**config.mk**
```make
export PLATFORM = sky130hd
export DESIGN_NAME = time_field_counter_flat
export DESIGN_NICKNAME = d
export VERILOG_FILES = /design/src/rtl/clock_pkg.sv /design/src/rtl/time_field_counter_if.sv /design/src/rtl/adjust_repeat.sv /design/src/rtl/time_field_counter.sv /design/src/flat_wrapper.sv
export SDC_FILE = /design/constraint.sdc
export NUM_CORES = 1
export LEC_CHECK = 0
export ABC_AREA = 0
export CAP_MARGIN = 10
export CORE_MARGIN = 10
export CORE_UTILIZATION = 48
export DETAILED_ROUTE_END_ITERATION = 10
export GPL_ROUTABILITY_DRIVEN = 0
export PLACE_DENSITY_LB_ADDON = 0.1
export SLEW_MARGIN = 15
export SYNTH_ARGS = -nofsm -noshare
export SYNTH_HDL_FRONTEND = slang
export SYNTH_SLANG_ARGS = --single-unit
```
**constraint.sdc**
```tcl
create_clock -name Clk -period 2.3 [get_ports Clk]
set_clock_uncertainty 0.15 [all_clocks]
set_input_delay 0.46 -clock Clk [delete_from_list [all_inputs] [get_ports Clk]]
set_output_delay 0.46 -clock Clk [all_outputs]
set_load 0.01 [all_outputs]
```
**src/rtl/clock_pkg.sv**
```systemverilog
// Shared definitions for the clock datapath: set-mode codes, the adjust FSM
// state encoding and the standard field moduli.
package clock_pkg;

    localparam logic [1:0] MODE_RUN       = 2'd0;
    localparam logic [1:0] MODE_SET_HOURS = 2'd1;
    localparam logic [1:0] MODE_SET_MIN   = 2'd2;
    localparam logic [1:0] MODE_SET_SEC   = 2'd3;

    localparam int MOD_SEC     = 60;
    localparam int MOD_HOUR_24 = 24;
    localparam int MOD_HOUR_12 = 12;

    typedef enum logic [1:0] {
        ADJ_IDLE   = 2'd0,
        ADJ_HOLD   = 2'd1,
        ADJ_REPEAT = 2'd2
    } adj_state_t;

endpackage

```
**src/rtl/time_field_counter_if.sv**
```systemverilog
// Control/status bundle of one time field: count/pacing strobes, set-bus load,
// adjust buttons, and the count with its carry/borrow flags.
interface time_field_counter_if #(parameter int WIDTH = 8);
    logic             Enable;
    logic             Tick;
    logic             load;
    logic [1:0]       mode;
    logic [WIDTH-1:0] value;
    logic             inc;
    logic             dec;
    logic [WIDTH-1:0] Q;
    logic             RCO;
    logic             BCO;

    modport master (output Enable, Tick, load, mode, value, inc, dec,
                    input  Q, RCO, BCO);
    modport slave  (input  Enable, Tick, load, mode, value, inc, dec,
                    output Q, RCO, BCO);
endinterface

```
**src/rtl/adjust_repeat.sv**
```systemverilog
// Button edge detect and press-and-hold FSM producing one-cycle step pulses.
// TIME_FIELD_AUTOREPEAT_EN adds Tick-paced auto-repeat; otherwise one step per press.
//
// state      | meaning
// ADJ_IDLE   | no button held, waiting for a fresh press edge
// ADJ_HOLD   | button held; counting Ticks toward the first repeat
// ADJ_REPEAT | auto-repeat running, one step every REPEAT_RATE Ticks
module adjust_repeat import clock_pkg::*; #(
    parameter int REPEAT_DELAY = 8,
    parameter int REPEAT_RATE  = 2
) (
    input  logic Clk,
    input  logic Clr,
    input  logic active,
`ifdef TIME_FIELD_AUTOREPEAT_EN
    input  logic tick,
`endif
    input  logic inc,
    input  logic dec,
    output logic step_up,
    output logic step_dn
);

    adj_state_t state, state_nx;
    logic inc_q, dec_q, armed, dir_up, dir_up_nx;
    logic press_up, press_dn, released;

    assign press_up = inc && !inc_q && !dec;
    assign press_dn = dec && !dec_q && !inc;
    assign released = dir_up ? !inc : !dec;

`ifdef TIME_FIELD_AUTOREPEAT_EN
    localparam int CNT_MAX = (REPEAT_DELAY > REPEAT_RATE) ? REPEAT_DELAY : REPEAT_RATE;
    localparam int TW      = $clog2(CNT_MAX + 1);
    localparam logic [TW-1:0] DLY_LAST  = TW'(REPEAT_DELAY - 1);
    localparam logic [TW-1:0] RATE_LAST = TW'(REPEAT_RATE - 1);

    logic [TW-1:0] cnt, cnt_nx;
    logic          quiet, quiet_nx;

    always_ff @(posedge Clk or negedge Clr) begin
        if (!Clr) begin
            cnt   <= '0;
            quiet <= 1'b0;
        end else begin
            cnt   <= cnt_nx;
            quiet <= quiet_nx;
        end
    end
`endif

    always_ff @(posedge Clk or negedge Clr) begin
        if (!Clr) begin
            state  <= ADJ_IDLE;
            inc_q  <= 1'b0;
            dec_q  <= 1'b0;
            armed  <= 1'b0;
            dir_up <= 1'b1;
        end else begin
            state  <= state_nx;
            inc_q  <= inc;
            dec_q  <= dec;
            armed  <= 1'b1;
            dir_up <= dir_up_nx;
        end
    end

    // A press seen on the first edge after reset is a button held through reset:
    // it is tracked to its release but never steps.
    always_comb begin
        state_nx  = state;
        dir_up_nx = dir_up;
        step_up   = 1'b0;
        step_dn   = 1'b0;
`ifdef TIME_FIELD_AUTOREPEAT_EN
        cnt_nx    = cnt;
        quiet_nx  = quiet;
`endif
        case (state)
            ADJ_IDLE: begin
                if (active && (press_up || press_dn)) begin
                    state_nx  = ADJ_HOLD;
                    dir_up_nx = press_up;
                    step_up   = press_up && armed;
                    step_dn   = press_dn && armed;
`ifdef TIME_FIELD_AUTOREPEAT_EN
                    cnt_nx    = '0;
                    quiet_nx  = !armed;
`endif
                end
            end
            default: begin
                if (!active || (inc && dec) || released) begin
                    state_nx = ADJ_IDLE;
`ifdef TIME_FIELD_AUTOREPEAT_EN
                    cnt_nx   = '0;
                end else if (tick && !quiet) begin
                    if (cnt == ((state == ADJ_HOLD) ? DLY_LAST : RATE_LAST)) begin
                        step_up  = dir_up;
                        step_dn  = !dir_up;
                        state_nx = ADJ_REPEAT;
                        cnt_nx   = '0;
                    end else begin
                        cnt_nx = cnt + TW'(1);
                    end
`endif
                end
            end
        endcase
    end

endmodule

```
**src/rtl/time_field_counter.sv**
```systemverilog
// Modulo time-field counter with programmable lower bound, ripple carry/borrow,
// set-bus load and button adjust (auto-repeat under TIME_FIELD_AUTOREPEAT_EN).
module time_field_counter import clock_pkg::*; #(
    parameter int         WIDTH        = 8,
    parameter int         MODULUS      = MOD_SEC,
    parameter int         MIN_VALUE    = 0,
    parameter logic [1:0] FIELD_ID     = MODE_SET_MIN,
    parameter int         REPEAT_DELAY = 8,
    parameter int         REPEAT_RATE  = 2
) (
    input  logic Clk,
    input  logic Clr,
    time_field_counter_if.slave bus
);

    localparam logic [WIDTH-1:0] Q_MIN = WIDTH'(MIN_VALUE);
    localparam logic [WIDTH-1:0] Q_MAX = WIDTH'(MODULUS - 1);
    localparam logic [WIDTH-1:0] SPAN  = WIDTH'(MODULUS - 1 - MIN_VALUE);

    logic [WIDTH-1:0] q;
    logic             active, step_up, step_dn, in_range;

    assign active = (bus.mode == FIELD_ID);
    // Offset compare wraps values below MIN_VALUE to above SPAN.
    assign in_range = ((bus.value - Q_MIN) <= SPAN);

    adjust_repeat #(
        .REPEAT_DELAY (REPEAT_DELAY),
        .REPEAT_RATE  (REPEAT_RATE)
    ) u_adjust (
        .Clk     (Clk),
        .Clr     (Clr),
        .active  (active),
`ifdef TIME_FIELD_AUTOREPEAT_EN
        .tick    (bus.Tick),
`endif
        .inc     (bus.inc),
        .dec     (bus.dec),
        .step_up (step_up),
        .step_dn (step_dn)
    );

    function automatic logic [WIDTH-1:0] up_of(input logic [WIDTH-1:0] v);
        return (v == Q_MAX) ? Q_MIN : v + WIDTH'(1);
    endfunction

    function automatic logic [WIDTH-1:0] dn_of(input logic [WIDTH-1:0] v);
        return (v == Q_MIN) ? Q_MAX : v - WIDTH'(1);
    endfunction

    always_ff @(posedge Clk or negedge Clr) begin
        if (!Clr) begin
            q <= Q_MIN;
        end else if (bus.load && active) begin
            q <= in_range ? bus.value : Q_MIN;
        end else if (active) begin
            if (step_up)      q <= up_of(q);
            else if (step_dn) q <= dn_of(q);
        end else if (bus.Enable) begin
            q <= up_of(q);
        end
    end

    assign bus.Q   = q;
    assign bus.RCO = (q == Q_MAX);
    assign bus.BCO = (q == Q_MIN);

endmodule

```
**src/flat_wrapper.sv**
```systemverilog
// flat-port wrapper written by rule: the top's interface ports become plain ports
module time_field_counter_flat import clock_pkg::*;
#(
    parameter int         WIDTH        = 8,
    parameter int         MODULUS      = MOD_SEC,
    parameter int         MIN_VALUE    = 0,
    parameter logic [1:0] FIELD_ID     = MODE_SET_MIN,
    parameter int         REPEAT_DELAY = 8,
    parameter int         REPEAT_RATE  = 2
)
  (Clk, Clr, bus_Enable, bus_Tick, bus_load, bus_mode, bus_value, bus_inc, bus_dec, bus_Q, bus_RCO, bus_BCO);
  time_field_counter_if #(.WIDTH(WIDTH)) bus_i ();
  input  logic Clk;
  input  logic Clr;
  input wire logic [$bits(bus_i.Enable)-1:0] bus_Enable;
  input wire logic [$bits(bus_i.Tick)-1:0] bus_Tick;
  input wire logic [$bits(bus_i.load)-1:0] bus_load;
  input wire logic [$bits(bus_i.mode)-1:0] bus_mode;
  input wire logic [$bits(bus_i.value)-1:0] bus_value;
  input wire logic [$bits(bus_i.inc)-1:0] bus_inc;
  input wire logic [$bits(bus_i.dec)-1:0] bus_dec;
  output wire logic [$bits(bus_i.Q)-1:0] bus_Q;
  output wire logic [$bits(bus_i.RCO)-1:0] bus_RCO;
  output wire logic [$bits(bus_i.BCO)-1:0] bus_BCO;
  assign bus_i.Enable = bus_Enable;
  assign bus_i.Tick = bus_Tick;
  assign bus_i.load = bus_load;
  assign bus_i.mode = bus_mode;
  assign bus_i.value = bus_value;
  assign bus_i.inc = bus_inc;
  assign bus_i.dec = bus_dec;
  assign bus_Q = bus_i.Q;
  assign bus_RCO = bus_i.RCO;
  assign bus_BCO = bus_i.BCO;
  time_field_counter #(.WIDTH(WIDTH), .MODULUS(MODULUS), .MIN_VALUE(MIN_VALUE), .FIELD_ID(FIELD_ID), .REPEAT_DELAY(REPEAT_DELAY), .REPEAT_RATE(REPEAT_RATE)) u_core (.Clk(Clk), .Clr(Clr), .bus(bus_i));
endmodule
```
### After elaboration in Yosys (flattened, before gate mapping)

Index checks and enable logic that the tools add are counted.

| word-level totals | value |
|---|---|
| register bits after elaboration | 14 |
| input port bits | 17 |
| output and inout bits | 10 |
| word-level logic and storage cells | 53 |

| cells by class | value |
|---|---|
| add/subtract/negate cells | 2 |
| magnitude comparators | 1 |
| eq/ne operators | 4 |
| muxes and demuxes | 16 |
| reduce and logical (&&, ||, !) cells | 24 |

Operators with widths:

| cell | number |
|---|---|
| 8-bit 2-to-1 mux | 8 |
| 1-bit logical AND | 9 |
| 8-bit by 1-bit adder with 8-bit output, second input constant | 1 |
| 8-bit by 6-bit equality test with 1-bit output, second input constant | 1 |
| 8-bit by 6-bit less-or-equal comparator with 1-bit output, second input constant | 1 |
| 8-bit zero test | 1 |
| 8-bit by 1-bit subtractor with 8-bit output, second input constant | 1 |
| 2-bit 2-to-1 mux | 3 |
| 2-bit AND reduction | 3 |
| 1-bit zero test | 5 |
| 1-bit 2-to-1 mux | 5 |
| 4-bit inequality test, second input constant | 1 |
| 1-bit logical OR | 3 |
| 3-bit nonzero test | 1 |
| 2-bit equality test, second input constant | 1 |
| 2-bit zero test | 1 |
| 2-bit inequality test, second input constant | 1 |
| 2-bit nonzero test | 1 |

### Logic depth before layout (Yosys ltp)

Gate-level depths: netlist of run 1.

| logic depth | value |
|---|---|
| depth after elaboration | 11 |
| depth in mapped cells | 7 |
| depth with buffers taken out | 7 |

### Cells and area by module

From an unflattened synthesis of run 1, not the netlist that was laid out.

| second synthesis, totals | value |
|---|---|
| cell total of the unflattened synthesis | 137 |
| area total of the unflattened synthesis | 1177.4 um^2 |

Modules (own cells, without submodules):

| module | instances | cells an instance | area each (um^2) | sequential area each (um^2) |
|---|---|---|---|---|
| time_field_counter | 1 | 117 | 955.9 | 200.2 |
| adjust_repeat | 1 | 20 | 221.5 | 126.4 |

### Worst setup path before layout of run 1

OpenSTA, ideal clock, no wires.

| timing path | value |
|---|---|
| kind | reg-to-reg |
| start | reg u_core.q[0] (netlist: u_core.bus.Q[0]) |
| end | reg u_core.q[2] (netlist: u_core.bus.Q[2]) |
| setup time | 0.126 ns |
| arrival | 1.730 ns |
| data required time | 2.024 ns |
| path slack | 0.294 ns |
| stages on the path, launching flop included | 7 |
| path buffers | 0 |
| period minus slack after synthesis | 2.006 ns |
| cells stage by stage | dfrtp_1 > ha_1 > nand3_2 > nor4_4 > nand3b_1 > a211oi_1 > a221o_1 |

| between the ends | value |
|---|---|
| elaborated cells on any way between the ends | 11 |
| those cells by class | add/sub (2); eq/ne (1); mux (7); reduce/logical (1) |

RTL lines:

| element | line | RTL |
|---|---|---|
| start, declared | time_field_counter.sv:20 | `logic [WIDTH-1:0] q;` |
| start signal, assigned | time_field_counter.sv:55 | `q <= in_range ? bus.value : Q_MIN;` |
| start signal, assigned | time_field_counter.sv:57 | `if (step_up) q <= up_of(q);` |
| start signal, assigned | time_field_counter.sv:58 | `else if (step_dn) q <= dn_of(q);` |
| 8-bit by 6-bit equality test with 1-bit output * | -- |  |
| via bus_RCO | flat_wrapper.sv:23 | `output wire logic [$bits(bus_i.RCO)-1:0] bus_RCO;` |
| 8-bit 2-to-1 mux * | time_field_counter.sv:44 | `return (v == Q_MAX) ? Q_MIN : v + WIDTH'(1);` |
| 8-bit 2-to-1 mux (on tied branches) | time_field_counter.sv:59, time_field_counter.sv:57 |  |
| 8-bit 2-to-1 mux * | time_field_counter.sv:56 | `end else if (active) begin` |
| 8-bit 2-to-1 mux * | time_field_counter.sv:54 | `end else if (bus.load && active) begin` |

The timed path passes the listed nets; every way through them passes the cells marked *. The select of a mux whose other input is x is not followed.
A chain may end at the register's enable or synchronous reset.

### Worst setup path in the final report of run 1

| timing path | value |
|---|---|
| start | in bus_dec |
| end | reg u_core.q[5] (netlist: u_core.bus.Q[5]) |

| between the ends | value |
|---|---|
| word-level cells in the longest chain between the ends | 9 |
| elaborated cells on any way between the ends | 17 |
| those cells by class | eq/ne (1); mux (7); reduce/logical (9) |

RTL lines:

| element | line | RTL |
|---|---|---|
| start, declared | flat_wrapper.sv:21 | `input wire logic [$bits(bus_i.dec)-1:0] bus_dec;` |
| 1-bit zero test or 1-bit logical AND (tied branches) | adjust_repeat.sv:28, adjust_repeat.sv:29 |  |
| 1-bit logical AND (on tied branches) | adjust_repeat.sv:28, adjust_repeat.sv:29 |  |
| 1-bit logical OR | adjust_repeat.sv:81 | `if (active && (press_up \|\| press_dn)) begin` |
| 1-bit logical AND | adjust_repeat.sv:81 |  |
| 1-bit 2-to-1 mux | adjust_repeat.sv:81 |  |
| 1-bit 2-to-1 mux | adjust_repeat.sv:79 | `case (state)` |
| 8-bit 2-to-1 mux | time_field_counter.sv:57 |  |
| 8-bit 2-to-1 mux | time_field_counter.sv:56 |  |
| 8-bit 2-to-1 mux | time_field_counter.sv:54 |  |

Several ways; a longest one is shown, not always the timed one.

==> flow_metrics.tcl, run 1 <==
set metrics [dict create \
    status "finished clean" \
    cts_buffer_depth 2 \
    die_area_sq_um 4460 \
    start_kind "primary input" \
    grt_pass1_wl_um 5700 \
    firstDrtPassIters 4 \
    final_cell_mix "23 x clkdlybuf4s50_1, 23 x buf_4, 11 x dfrtp_1" \
    worst-path-buf-inv 2 \
    grt_usage_pct 16.1 \
    crit_arrival_ps 2170 \
    synth_top_cells_by_area "dfrtp_1 29%, a21oi_1 4.8%, buf_6 4.3%" \
    first_global_vias 1210 \
    holdPathEnd "u_core.u_adjust.dir_up" \
    worst_ep_required_time_ps 2310 \
    fp.dieW_um 66.8 \
    final-setup-viol-count 0 \
    holdCritPathClass "reg2reg" \
    worstMarginPinSlew_ps 639 \
    power_mw 1.02 \
    port_buffers 25 \
    wl_per_cell_um 17.8 \
    core-area_sq_um 2020 \
    post-place-ws_ps -117 \
    drt_iter0_markers 110 \
    dpl-instance-area_sq_um 1450 \
    critPathCaptureType "flop" \
    synth_top_area_cell "dfrtp_1" \
    num_vias 1209 \
    post_synth.cell_area_avg_sq_um 8.61 \
    hold_slack_ps 377 \
    cts_tree "yes" \
    post_cts_buffers 0 \
    finalInstanceArea_sq_um 1500 \
    drc 0 \
    io_pins 27 \
    area_growth_pct 42.3 \
    power_density_nw_per_um2 682 \
    rsz0062_at_grt "no" \
    initial_core_util_pct 52.0 \
    clk-insertion-delay-late_ps 290 \
    cp_max_fo 7 \
    cap_violations 0 \
    grt_max_degree 14 \
    critPathKind "in2reg" \
    cts_buffers 3 \
    setup_ws_ps 144 \
    fmax_ghz 0.464 \
    clock-sinks 13 \
    path_cells "clkdlybuf4s50_1 -> nor3b_4 -> a31oi_2 -> buf_4 -> nor3_1 -> o31ai_1 -> o311ai_1" \
    syn_nets 141 \
    min_from "u_core.u_adjust.dir_up" \
    viasPerCell 6.20 \
    synth.ff_latch_count 13 \
    grt_antenna_before_repair 0 \
    critPathTopFamily "buffers and inverters" \
    slew_viol_final 0 \
    min_path_cells 2 \
    drtAntennaViolNets 0 \
    netlist_area_sq_um 1050 \
    rr_worst_depth 7 \
    final_nets 188 \
    synth_cell_type_count 44 \
    die_h_um 66.8 \
    reg2reg_from "u_core.bus.Q[0]" \
    r2r-end "u_core.bus.Q[2]" \
    ys.flop_type "dfrtp_1" \
    ys_seq_area_share_pct 31.1 \
    final_core_util_pct 73.9 \
    yosysTopAreaCellShare_pct 28.6 \
    hpwl_um 2740 \
    root_buffer "clkbuf_4" \
    finalHoldViolations 0 \
    layout-drive-gt1-share_pct 24.4 \
    slew_headroom_pct 57.2 \
    num_rows 16 \
    htree_num_levels 1 \
    yosysWarnings 0 \
    overflow 0 \
    total_leakage_power_nw 0.620 \
    fin_crit_ps 2160 \
    routed_wl_um 3480 \
    cpPeakStageDelay_ps 590 \
    clk_pin_slew_ps 90 \
    async_flop_share_pct 100 \
    synth_edf_count 0 \
    antenna_cells 0 \
    slowest_stage "clkdlybuf4s50_1" \
    period_share_pct 93.7 \
    syn_inst 122 \
    peakVddDrop_mv 0.493 \
    r2r_slack_ps 340 \
]
## sequential cells by signal, indices dropped and copies added (netlist names)
signal / count
u_core.u_adjust.state: 1
u_core.u_adjust.inc_q: 1
u_core.u_adjust.armed: 1
u_core.u_adjust.dec_q: 1
u_core.u_adjust.dir_up: 1
u_core.bus.Q: 8
## cell usage after synthesis (2+ instances only)
library cell and instances:
nor4_2 2, nand2b_1 2, nor2_1 8, inv_1 7
dfrtp_1 12, buf_6 4, nand3b_1 2, o311ai_1 3
nor3b_2 2, o31ai_1 3, buf_2 2, nor4_1 2
nand3_1 5, nor3b_1 5, a22oi_1 4, nor3_1 6
nand2_1 8, o21ai_0 6, o21ai_1 4, ha_1 2
a21oi_1 10
## layout make-up
| type | count | area (sq um) |
|---|---|---|
| clock buffers | 3 | 22.5 |
| clock inverters | 1 | 5.00 |
| fillers | 157 | 527 |
| inverters | 7 | 26.3 |
| multi-input cells | 96 | 663 |
| flip-flops and latches | 13 | 328 |
| well taps | 27 | 33.8 |
| repair buffers | 48 | 417 |
## logic make-up after synthesis
logic type               count (synthesis)  share of synthesized area, %
AO/OA/AOI/OAI                           42                          26.8
buffers and inverters                   13                          7.74
AND/OR/NAND/NOR                         50                          30.6
other                                    1                         0.357
adder cells (fa/ha/maj)                  2                          2.38
flip-flops                              13                          31.1
multiplexers                             1                          1.07
## worst max-delay path by stage
| stage | endpoint | cells past startpoint | start | slack, ps |
|---|---|---|---|---|
| 2_1_floorplan | u_core.bus.Q[2] | 6 | u_core.bus.Q[0] | 290 |
| 3_3_place_gp | u_core.bus.Q[5] | 7 | bus_dec | -70 |
| 3_5_place_dp | u_core.bus.Q[3] | 7 | bus_dec | -120 |
| 4_1_cts | bus_RCO | 4 | u_core.bus.Q[0] | 30 |
| 5_1_grt | u_core.bus.Q[2] | 6 | bus_dec | 30 |
| 6_report | u_core.bus.Q[5] | 7 | bus_dec | 140 |
## worst min-delay path: cells and delay by family (launching register included)
kind            cells  cell delay, ps
flops               1             380
compound gates      1              70
buf+inv             1              80
## timing repair
| action | CTS | global route |
|---|---|---|
| endpoints found under the hold margin | 0 | 0 |
| hold buffers | 0 | 0 |
| setup endpoints to repair | 2 | 2 |
| resized for setup | 5 | 4 |
## metal layers
layer	vias to the layer above	GRT usage, %	routed length (um)	part of all wire (%)
met3	9	5.35	365	11
met1	571	19.4	1450	42
met5	-	0	0	0
met4	0	7.33	48	1.4
li1	557	-	-	-
met2	72	25.2	1610	46
## power by group
part | internal (mW) | leakage [nW] | switching, mW
Combinational | 0.264 | 0.447 | 0.262
Sequential | 0.273 | 0.155 | 0.0628
Clock | 0.0647 | 0.0177 | 0.0930
Total | 0.602 | 0.620 | 0.418
## stage by stage
| step | setup TNS (ps) | instances |
|---|---|---|
| 6_report | 0 | 195 |
| 5_1_grt | 0 | 195 |
| 3_5_place_dp | -625 | 191 |
| 4_1_cts | 0 | 195 |
| 2_1_floorplan | 0 | 122 |
| 3_3_place_gp | -201 | 191 |
Note: power is estimated with default switching activity, not from simulation.
==> inputs of run 2 (changes only) <==
Settings changed: SLEW_MARGIN 15 to default.
==> results of run 2 <==
The final DEF is identical to that of run 1; final timing and power are the same.
